--- src/rtl/button_bank.sv ---
// button_bank: N-channel push-button front end.
// Each channel runs a 2-flop synchroniser, a symmetric press/release debouncer
// and a pulse FSM (IDLE/PULSE/HOLD) with optional auto-repeat. A registered
// priority encoder reports the lowest channel that started a pulse each cycle.
// evt_valid/evt_idx is a one-cycle strobe with no ready: the consumer must take
// it the cycle it is high. evt_idx holds its last value while evt_valid is low.
// Per-channel FSM state is g_ch[i].state_q, a plain enum register for probing.
module button_bank #(
  parameter int N_BTN           = 4,
  parameter int DEBOUNCE_PERIOD = 1000000,
  parameter int PULSE_CYCLES    = 1,
  parameter int REPEAT_EN       = 0,
  parameter int REPEAT_DELAY    = 50000000,
  parameter int REPEAT_RATE     = 10000000,
  localparam int IW = (N_BTN > 1) ? $clog2(N_BTN) : 1
) (
  input  logic             clk,
  input  logic             rst,
  input  logic [N_BTN-1:0] btn,
  output logic [N_BTN-1:0] level,
  output logic [N_BTN-1:0] pulse,
  output logic             evt_valid,
  output logic [IW-1:0]    evt_idx
);

  localparam int CW   = $clog2(DEBOUNCE_PERIOD + 1);
  localparam int PW   = $clog2(PULSE_CYCLES + 1);
  localparam int TMAX = (REPEAT_DELAY > REPEAT_RATE) ? REPEAT_DELAY : REPEAT_RATE;
  localparam int TW   = $clog2(TMAX + 1);

  localparam logic [CW-1:0] CNT_LAST  = CW'(DEBOUNCE_PERIOD - 1);
  localparam logic [PW-1:0] PLEN_LAST = PW'(PULSE_CYCLES);
  localparam logic [TW-1:0] T_DELAY   = TW'(REPEAT_DELAY);
  localparam logic [TW-1:0] T_RATE    = TW'(REPEAT_RATE);
  localparam logic [TW-1:0] T_MAX     = TW'(TMAX);

  typedef enum logic [1:0] {
    IDLE  = 2'd0,
    PULSE = 2'd1,
    HOLD  = 2'd2
  } pstate_t;

  logic [N_BTN-1:0] pulse_start;
  logic [IW-1:0]    first_idx;

  for (genvar i = 0; i < N_BTN; i++) begin : g_ch
    logic          s1;
    logic          s2;
    logic [CW-1:0] cnt;
    logic          level_q;
    logic          lvl_nxt;
    pstate_t       state_q;
    logic [PW-1:0] plen;
    logic [TW-1:0] tmr;
    logic          first_rep;
    logic          pulse_q;
    logic          start_q;

    // Two-flop synchroniser for the raw asynchronous button.
    always_ff @(posedge clk or posedge rst) begin
      if (rst) begin
        s1 <= 1'b0;
        s2 <= 1'b0;
      end else begin
        s1 <= btn[i];
        s2 <= s1;
      end
    end

    // Debounced level for the next cycle; the FSM uses it to react the same edge.
    always_comb begin
      lvl_nxt = level_q;
      if ((s2 != level_q) && (cnt == CNT_LAST)) lvl_nxt = ~level_q;
    end

    // Debounce counter: any return to the stable value restarts the count.
    always_ff @(posedge clk or posedge rst) begin
      if (rst) begin
        cnt     <= '0;
        level_q <= 1'b0;
      end else begin
        level_q <= lvl_nxt;
        if ((s2 == level_q) || (cnt == CNT_LAST)) cnt <= '0;
        else                                      cnt <= cnt + 1'b1;
      end
    end

    // Pulse FSM: fixed-length pulse per press, then optional repeat pulses while held.
    always_ff @(posedge clk or posedge rst) begin
      if (rst) begin
        state_q   <= IDLE;
        pulse_q   <= 1'b0;
        start_q   <= 1'b0;
        plen      <= '0;
        tmr       <= '0;
        first_rep <= 1'b0;
      end else begin
        start_q <= 1'b0;
        // tmr saturates so it can never wrap while a button is held forever.
        if ((state_q != IDLE) && (tmr != T_MAX)) tmr <= tmr + 1'b1;
        case (state_q)
          IDLE: begin
            if (lvl_nxt && !level_q) begin
              state_q   <= PULSE;
              pulse_q   <= 1'b1;
              start_q   <= 1'b1;
              plen      <= PW'(1);
              tmr       <= TW'(1);
              first_rep <= 1'b1;
            end
          end
          PULSE: begin
            // A pulse always runs its full length, even if the level drops.
            if (plen == PLEN_LAST) begin
              pulse_q <= 1'b0;
              state_q <= lvl_nxt ? HOLD : IDLE;
            end else begin
              plen <= plen + 1'b1;
            end
          end
          HOLD: begin
            if (!lvl_nxt) begin
              state_q <= IDLE;
            end else if ((REPEAT_EN != 0) && (tmr >= (first_rep ? T_DELAY : T_RATE))) begin
              state_q   <= PULSE;
              pulse_q   <= 1'b1;
              start_q   <= 1'b1;
              plen      <= PW'(1);
              tmr       <= TW'(1);
              first_rep <= 1'b0;
            end
          end
          default: state_q <= IDLE;
        endcase
      end
    end

    assign level[i]       = level_q;
    assign pulse[i]       = pulse_q;
    assign pulse_start[i] = start_q;
  end

  // Lowest-numbered channel starting a pulse wins.
  always_comb begin
    first_idx = '0;
    for (int j = N_BTN - 1; j >= 0; j--) begin
      if (pulse_start[j]) first_idx = IW'(j);
    end
  end

  // Registered event strobe; index is held between events.
  always_ff @(posedge clk or posedge rst) begin
    if (rst) begin
      evt_valid <= 1'b0;
      evt_idx   <= '0;
    end else begin
      evt_valid <= |pulse_start;
      if (|pulse_start) evt_idx <= first_idx;
    end
  end

endmodule

--- config.mk ---
export PLATFORM = sky130hd
export DESIGN_NAME = button_bank
export DESIGN_NICKNAME = d
export VERILOG_FILES = /design/src/rtl/button_bank.sv
export SDC_FILE = /design/constraint.sdc
export NUM_CORES = 1
export LEC_CHECK = 0
export BUFFER_PORTS_ARGS = -buffer_cell sky130_fd_sc_hd__clkbuf_2
export CAP_MARGIN = 20
export CORE_MARGIN = 2
export CORE_UTILIZATION = 50
export CTS_BUF_LIST = sky130_fd_sc_hd__clkbuf_2 sky130_fd_sc_hd__clkbuf_4 sky130_fd_sc_hd__clkbuf_8
export DETAILED_ROUTE_END_ITERATION = 6
export PLACE_DENSITY_LB_ADDON = 0.12
export RECOVER_POWER = 25
export SLEW_MARGIN = 20
export SYNTH_ARGS = -nofsm -noshare
export SYNTH_HDL_FRONTEND = slang
export SYNTH_SLANG_ARGS = --single-unit
--- constraint.sdc ---
create_clock -name clk -period 3.86 [get_ports clk]
set_clock_uncertainty 0.15 [all_clocks]
set_input_delay 0.386 -clock clk [delete_from_list [all_inputs] [get_ports clk]]
set_output_delay 0.386 -clock clk [all_outputs]
set_load 0.005 [all_outputs]
==> results.tsv, run 1 <==
stage	metric	value	unit
run_status	status	complete, but fails checks	
run_status	violations	capacitance limit, slew limit	
placed_design	gp_congestion	0.785	
worst_setup_path	cpPeakStageDelay	0.71	ns
finish	drive_above_1_share	9.93	%
grt	antenna_found_initial	0	
placed_design	place.port_buffers	16	
timing	setup-tns-final	0	ns
grt	grt-ovfl-total	0	
yosys	synth_warnings	0	
floorplan	start_util	51.0	%
clock_tree	clockBufferDepth	2	
finish	area_delta_synth_final	11.7	%
yosys	synth_compound_area_share	9.48	%
worst_hold_path	hold_depth	0	
floorplan	core	0.0108	sq mm
detailed_routing	drt_wl_total	10100	um
floorplan	io_pins	17	
yosys	postSynth.asyncResetShare	100	%
yosys	netlist_instances	559	
clock_tree	tritoncts	yes	
worst_setup_path	path_cells	or4b_2, nor4_4, o2bb2ai_1, buf_4, nor2_1	
timing	timing.fmax	0.393	GHz
grt	grtUsageTotal	19.0	%
timing	post-route-period-util	65.9	%
yosys	synth_mux_area_share	0.182	%
timing	tightestPinTransition	2.07	ns
worst_setup_path	start_kind	register	
yosys	synth_seq_area_share	52.3	%
yosys	synth_largest_area_cell	dfrtp_1	
finish	stdcell_count	734	
timing	slew-limit-headroom	-38.1	%
detailed_routing	vias	4020	
detailed_routing	drt-initial-drc-count	241	
finish	nFillCells	990	
detailed_routing	drc	0	
worst_setup_path	slowest_stage	or4b_2	
detailed_routing	first_pass_iters	4	
yosys	ys_ff_latch	115	
worst_setup_path	crit_family	simple AND/OR/NAND/NOR gates	
yosys	yosys-top-cells-area	dfrtp_1 (52%), xnor2_1 (5.7%), nor2_1 (4.5%)	
finish	fin_nets	593	
power_and_ir_drop	peakVddDrop	305	uV
power_and_ir_drop	leakage	2.48	nW
yosys	yosysUniqueCellTypes	43	
grt	grt_pass1_vias	3880	
placed_design	place_inst	699	
timing	period_minus_slack	2.54	ns
worst_setup_path	cp.required	4.02	ns
clock_tree	clk_transition_reported_paths	0.06	ns
detailed_routing	ant_nets	0	
floorplan	rows	38	
grt	grt_max_degree	62	
yosys	yosys.area_share.simple	25.8	%
clock_tree	cts_resized	0	
timing	rsz0062_at_grt	no	
worst_setup_path	rr_worst_depth	5	
clock_tree	ctsHoldBuffers	5	
yosys	synth_area_per_cell	9.85	sq um
yosys	synth_commonest_cells	dfrtp_1 (115), nor2_1 (66), nand3_1 (40)	
worst_setup_path	critPathKind	reg2reg	
placed_design	hpwl	6690	um
yosys	synth.net_count	569	
timing	hold_viol	0	
grt	grt_pass1_wl	17700	um
finish	insertedDiodeCount	0	
worst_hold_path	hp-class	reg2reg	
yosys	synth_flop_cell	dfrtp_1	
floorplan	die_x	109	um
clock_tree	cts_sinks	115	
clock_tree	clock-root-buffer	clkbuf_8	
yosys	synth_xor_area_share	7.64	%
job	drv_cap	1	
worst_setup_path	crit_buf_inv	1	
worst_setup_path	crit_path_end_kind	register	
worst_setup_path	worst-path-max-fanout	13	
timing	slew_violations	55	
yosys	synth_top_family_by_area	simple AND/OR/NAND/NOR gates	
yosys	post-synth-top-area-fraction	52.3	%
detailed_routing	avgViaCountPerCell	5.48	
worst_setup_path	arrival	2.70	ns
yosys	synth.most_common_cell	dfrtp_1	
yosys	synth-adder-area-share	0.909	%
detailed_routing	route.detailed.wl_per_inst	13.8	um
yosys	synth_edf_count	0	
power_and_ir_drop	power_density	405	mW/mm^2
floorplan	fp.dieH	109	um
timing	setup_viol	0	
clock_tree	post_cts_buffers	0	
clock_tree	cts_buffers	17	
yosys	syn_area	0.00550	sq mm
floorplan	die_area	0.0119	sq mm
clock_tree	worstSkewPairLatency	0.43	ns
worst_setup_path	crit_cells	5	
clock_tree	htree_levels	4	
-- layer usage --
layer | vias to the layer above | routed length (um) | share of wire (%) | GRT usage, %
met3 | 5 | 257 | 2.5 | 5.92
met5 | - | 0 | 0 | 0
met2 | 39 | 4860 | 48 | 30.9
li1 | 2036 | - | - | -
met4 | 0 | 84 | 0.83 | 5.86
met1 | 1940 | 4900 | 48 | 24.2
-- cells by family (layout without fill, tap and decap cells) --
kind of cell / count (synthesis) / after routing
buf+inv: 41 / 76
flops: 115 / 115
fa+ha+maj: 4 / 4
xor+xnor: 48 / 48
mux: 1 / 1
simple gates: 262 / 262
compound gates: 88 / 88
-- layout make-up --
class / count / area [sq um] / share of cell area, %
clock buffers: 19 / 262 / 4.25
clock inverters: 11 / 160 / 2.61
inverters: 21 / 78.8 / 1.28
multi-input cells: 403 / 2420 / 39.4
flip-flops and latches: 115 / 2880 / 46.8
well taps: 140 / 175 / 2.85
repair buffers: 25 / 173 / 2.81
-- state kept, by name, summed over array words and instances, names as in the netlist --
| name | count |
|---|---|
| g_ch.s1 | 4 |
| g_ch.cnt | 80 |
| g_ch.s2 | 4 |
| g_ch.level_q | 4 |
| evt_valid | 1 |
| g_ch.start_q | 4 |
| evt_idx | 2 |
| g_ch.pulse_q | 4 |
| g_ch.state_q | 8 |
| g_ch.plen | 4 |
-- layout by cell type (no fill, tap or decap), types with 5 or more instances in the layout --
cell type      instances
nor4_1                14
or4_1                 17
dfrtp_1              115
nor2_1                66
o21ai_0               26
inv_1                 21
nand4_1               11
nand3_1               40
nor2b_1                7
a21oi_1               36
and3_1                 6
clkbuf_8              19
clkinv_2               5
xor2_1                12
clkbuf_2              16
nand2_1               38
or3_1                 19
xnor2_1               36
dlygate4sd3_1          5
and4_1                 5
o31ai_1                9
nor3_1                17
-- power breakdown --
group	total [mW]	internal, mW	switching, mW
registers	1.23	1.22	0.0142
logic	0.0706	0.0217	0.0490
clock network	1.19	0.724	0.463
-- metrics by stage --
stage / worst slack, ns / cell area, sq um / utilization, % / power [mW] / hold slack, ns
2_1_floorplan: 0.280 / 5500 / - / 1.30 / 0.181
3_3_place_gp: 1.36 / 5680 / 52.6 / 1.32 / 0.185
3_5_place_dp: 1.32 / 5680 / 52.6 / 1.33 / 0.186
4_1_cts: 1.31 / 6150 / 57.0 / 2.53 / 0.201
5_1_grt: 0.825 / 6150 / 56.9 / 2.60 / 0.210
6_report: 1.32 / 6150 / 56.9 / 2.49 / 0.200
-- worst paths after layout --
kind,start,endpoint,slack [ns]
max in group asynchronous,rst,g_ch[3].cnt[5],1.34
worst min register to register,g_ch[1].s1,g_ch[1].s2,0.20
worst max-delay path,g_ch[2].cnt[15],g_ch[2].cnt[12],1.32
worst min-delay path,g_ch[1].s1,g_ch[1].s2,0.20
min in group asynchronous,rst,g_ch[3].cnt[19],1.02
worst max register to register,g_ch[2].cnt[15],g_ch[2].cnt[12],1.32
-- worst reg2reg max path, delay by kind of cell (launching register included) --
| family | cells | cell delay, ns |
|---|---|---|
| buffers and inverters | 1 | 0.30 |
| and+or+nand+nor | 3 | 1.21 |
| AOI/OAI and AO/OA | 1 | 0.36 |
| DFF | 1 | 0.41 |
No activity file was read; power rests on OpenSTA's default activity.
==> run 2, diff against run 1 <==
Clock period 3.86 ns to 2.34 ns, I/O delays scaled along.
==> run 2 against run 1 <==
  * The flow still finishes with violations (capacitance limit, slew limit)
  * Clock power grew 60%
  * Combinational power grew 69%
  * Critical path depth stayed put
  * Non-clock buffer count increased by 22
  * Sequential cell count unchanged
  * Global-route usage is 1.0 points higher
  * Die area unchanged
  * First-iteration DRC count is 2.1% higher
  * Power increased by 63%
  * Highest routed layer unchanged
==> results.tsv, run 2 (synthesis results as in run 1) <==
stage	metric	value	unit	change
worst_setup_path	critPathKind	reg2reg		
clock_tree	clock-root-buffer	clkbuf_8		
finish	area_delta_synth_final	14.2	%	
timing	slew-limit-headroom	-1.97	%	+36 points
finish	layout_commonest_cell	dfrtp_1		
timing	period_minus_slack	2.19	ns	-0.355 ns
power_and_ir_drop	leakage	2.57	nW	+3.8%
detailed_routing	drt_wl_total	10600	um	+4.7%
timing	rsz0062_at_grt	no		
timing	hold_viol	0		unchanged
worst_hold_path	hold_depth	0		unchanged
placed_design	place.port_buffers	16		unchanged
worst_setup_path	rr_worst_depth	5		unchanged
placed_design	post-place-ws	0.147	ns	-1.17 ns
detailed_routing	vias	4183		+4.1%
detailed_routing	met3_wirelength	314	um	+22%
worst_setup_path	crit_cells	5		unchanged
run_status	status	complete, but fails checks		
clock_tree	clk_transition_reported_paths	0.06	ns	about the same
clock_tree	htree_levels	4		unchanged
timing	tightestPinTransition	1.53	ns	-0.539 ns
finish	insertedDiodeCount	0		unchanged
worst_setup_path	slowest_stage	or4b_2		
power_and_ir_drop	peakVddDrop	556	uV	+82%
floorplan	start_util	51.0	%	unchanged
worst_setup_path	worst-path-max-fanout	20		+7
clock_tree	cts_buffers	17		unchanged
finish	fin_nets	615		+3.7%
clock_tree	cts_resized	0		unchanged
floorplan	die_area	0.0119	sq mm	unchanged
finish	largest_register_ffs	80		unchanged
worst_setup_path	crit_buf_inv	1		unchanged
run_status	violations	capacitance limit, slew limit		
floorplan	io_pins	17		unchanged
floorplan	rows	38		unchanged
grt	antenna_found_initial	0		unchanged
detailed_routing	drt-initial-drc-count	246		+2.1%
worst_setup_path	cpPeakStageDelay	0.71	ns	about the same
detailed_routing	wl_met2	5120	um	+5.4%
detailed_routing	met1_length	4960	um	+1.2%
worst_setup_path	crit_family	simple AND/OR/NAND/NOR gates		
clock_tree	tritoncts	yes		
worst_setup_path	path_cells	or4b_2, nor4_4, o2bb2ai_1, buf_4, nor2_1		
detailed_routing	avgViaCountPerCell	5.54		+1.2%
finish	nFillCells	921		-7.0%
timing	timing.fmax	0.457	GHz	+16%
detailed_routing	first_pass_iters	4		unchanged
finish	stdcell_count	755		+2.9%
job	drv_cap	1		unchanged
grt	grt-ovfl-total	0		unchanged
detailed_routing	ant_nets	0		unchanged
timing	slew_violations	116		+110%
power_and_ir_drop	finalPower	4.06	mW	+63%
detailed_routing	route.detailed.wl_per_inst	14.0	um	+1.8%
finish	drive_above_1_share	12.8	%	+2.9 points
grt	grt_pass1_wl	18300	um	+3.4%
clock_tree	cts_sinks	115		unchanged
worst_hold_path	hp-class	reg2reg		
grt	grt_pass1_vias	3992		+2.9%
placed_design	place_inst	721		+3.1%
placed_design	hpwl	7080	um	+5.9%
grt	grt_max_degree	116		+87%
placed_design	gp_congestion	0.846		+7.9%
worst_setup_path	arrival	2.36	ns	-0.34 ns
floorplan	die_x	109	um	unchanged
floorplan	fp.dieH	109	um	unchanged
clock_tree	clockBufferDepth	2		unchanged
finish	top_regs	g_ch.cnt (80), g_ch.state_q (8)		
power_and_ir_drop	power_density	646	mW/mm^2	+59%
worst_setup_path	crit_path_end_kind	register		
finish	top_register	g_ch.cnt		
floorplan	core	0.0108	sq mm	unchanged
timing	post-route-period-util	93.5	%	+28 points
timing	setup-tns-final	0	ns	unchanged
clock_tree	worstSkewPairLatency	0.45	ns	+0.02 ns
grt	grtUsageTotal	20.0	%	+1.0 points
timing	setup_viol	0		unchanged
detailed_routing	top_layer	met4		
timing	fin_ws	0.152	ns	-1.16 ns
detailed_routing	drc	0		unchanged
finish	final_cell_mix	dfrtp_1 (115), nor2_1 (66), nand3_1 (40)		
worst_setup_path	cp.required	2.51	ns	-1.51 ns
worst_setup_path	start_kind	register		
-- run 2: cell types whose count changed in the layout (fill, tap and decap cells not counted) --
cell        previous run  this run
buf_12                 1         0
buf_4                  3        25
bufinv_16              4         2
clkbuf_1               0         2
clkbuf_2              16        14
clkbuf_4               0         2
clkbuf_8              19        24
clkinv_2               5         2
clkinvlp_4             2         1
inv_1                 21        20
-- run 2: area by class of cell --
| type | instances | area (sq um) | area share [%] |
|---|---|---|---|
| flip-flops and latches | 115 | 2880 | 45.8 |
| clock buffers | 25 | 338 | 5.37 |
| well taps | 140 | 175 | 2.79 |
| inverters | 21 | 82.6 | 1.31 |
| repair buffers | 47 | 323 | 5.14 |
| clock inverters | 4 | 70.1 | 1.11 |
| multi-input cells | 403 | 2420 | 38.5 |
-- run 2: path summary, 6_finish.rpt --
check,start,end,slack [ns]
hold reg to reg,g_ch[1].s1,g_ch[1].s2,0.20
hold / removal,g_ch[1].s1,g_ch[1].s2,0.20
setup / recovery,g_ch[1].cnt[8],g_ch[1].cnt[12],0.15
max in group asynchronous,rst,g_ch[2].cnt[18],0.34
min in group asynchronous,rst,g_ch[0].cnt[17],0.76
setup reg to reg,g_ch[1].cnt[8],g_ch[1].cnt[12],0.15
-- run 2: per-layer routing --
| metal | vias up | global-route usage, % |
|---|---|---|
| li1 | 2089 | - |
| met4 | 0 | 8.79 |
| met3 | 13 | 6.10 |
| met2 | 63 | 31.4 |
| met1 | 2018 | 25.5 |
| met5 | - | 0 |
-- run 2: stage by stage --
stage / hold WS, ns / area [sq um] / util (%)
3_3_place_gp: 0.182 / 5840 / 54.1
3_5_place_dp: 0.186 / 5840 / 54.1
4_1_cts: 0.202 / 6300 / 58.4
2_1_floorplan: 0.115 / 5510 / -
5_1_grt: 0.216 / 6290 / 58.2
6_report: 0.200 / 6290 / 58.2
-- run 2: timing repair --
action                    CTS  global route
hold endpoints to repair  119             0
buffers inserted            0             0
hold buffers                5             0
-- run 2: power breakdown --
| part | leakage (nW) | switching, mW | internal [mW] | total, mW |
|---|---|---|---|---|
| combinational | 0.779 | 0.0812 | 0.0377 | 0.119 |
| clock | 0.213 | 0.767 | 1.14 | 1.90 |
| sequential | 1.58 | 0.0239 | 2.01 | 2.04 |
| total | 2.57 | 0.872 | 3.19 | 4.06 |
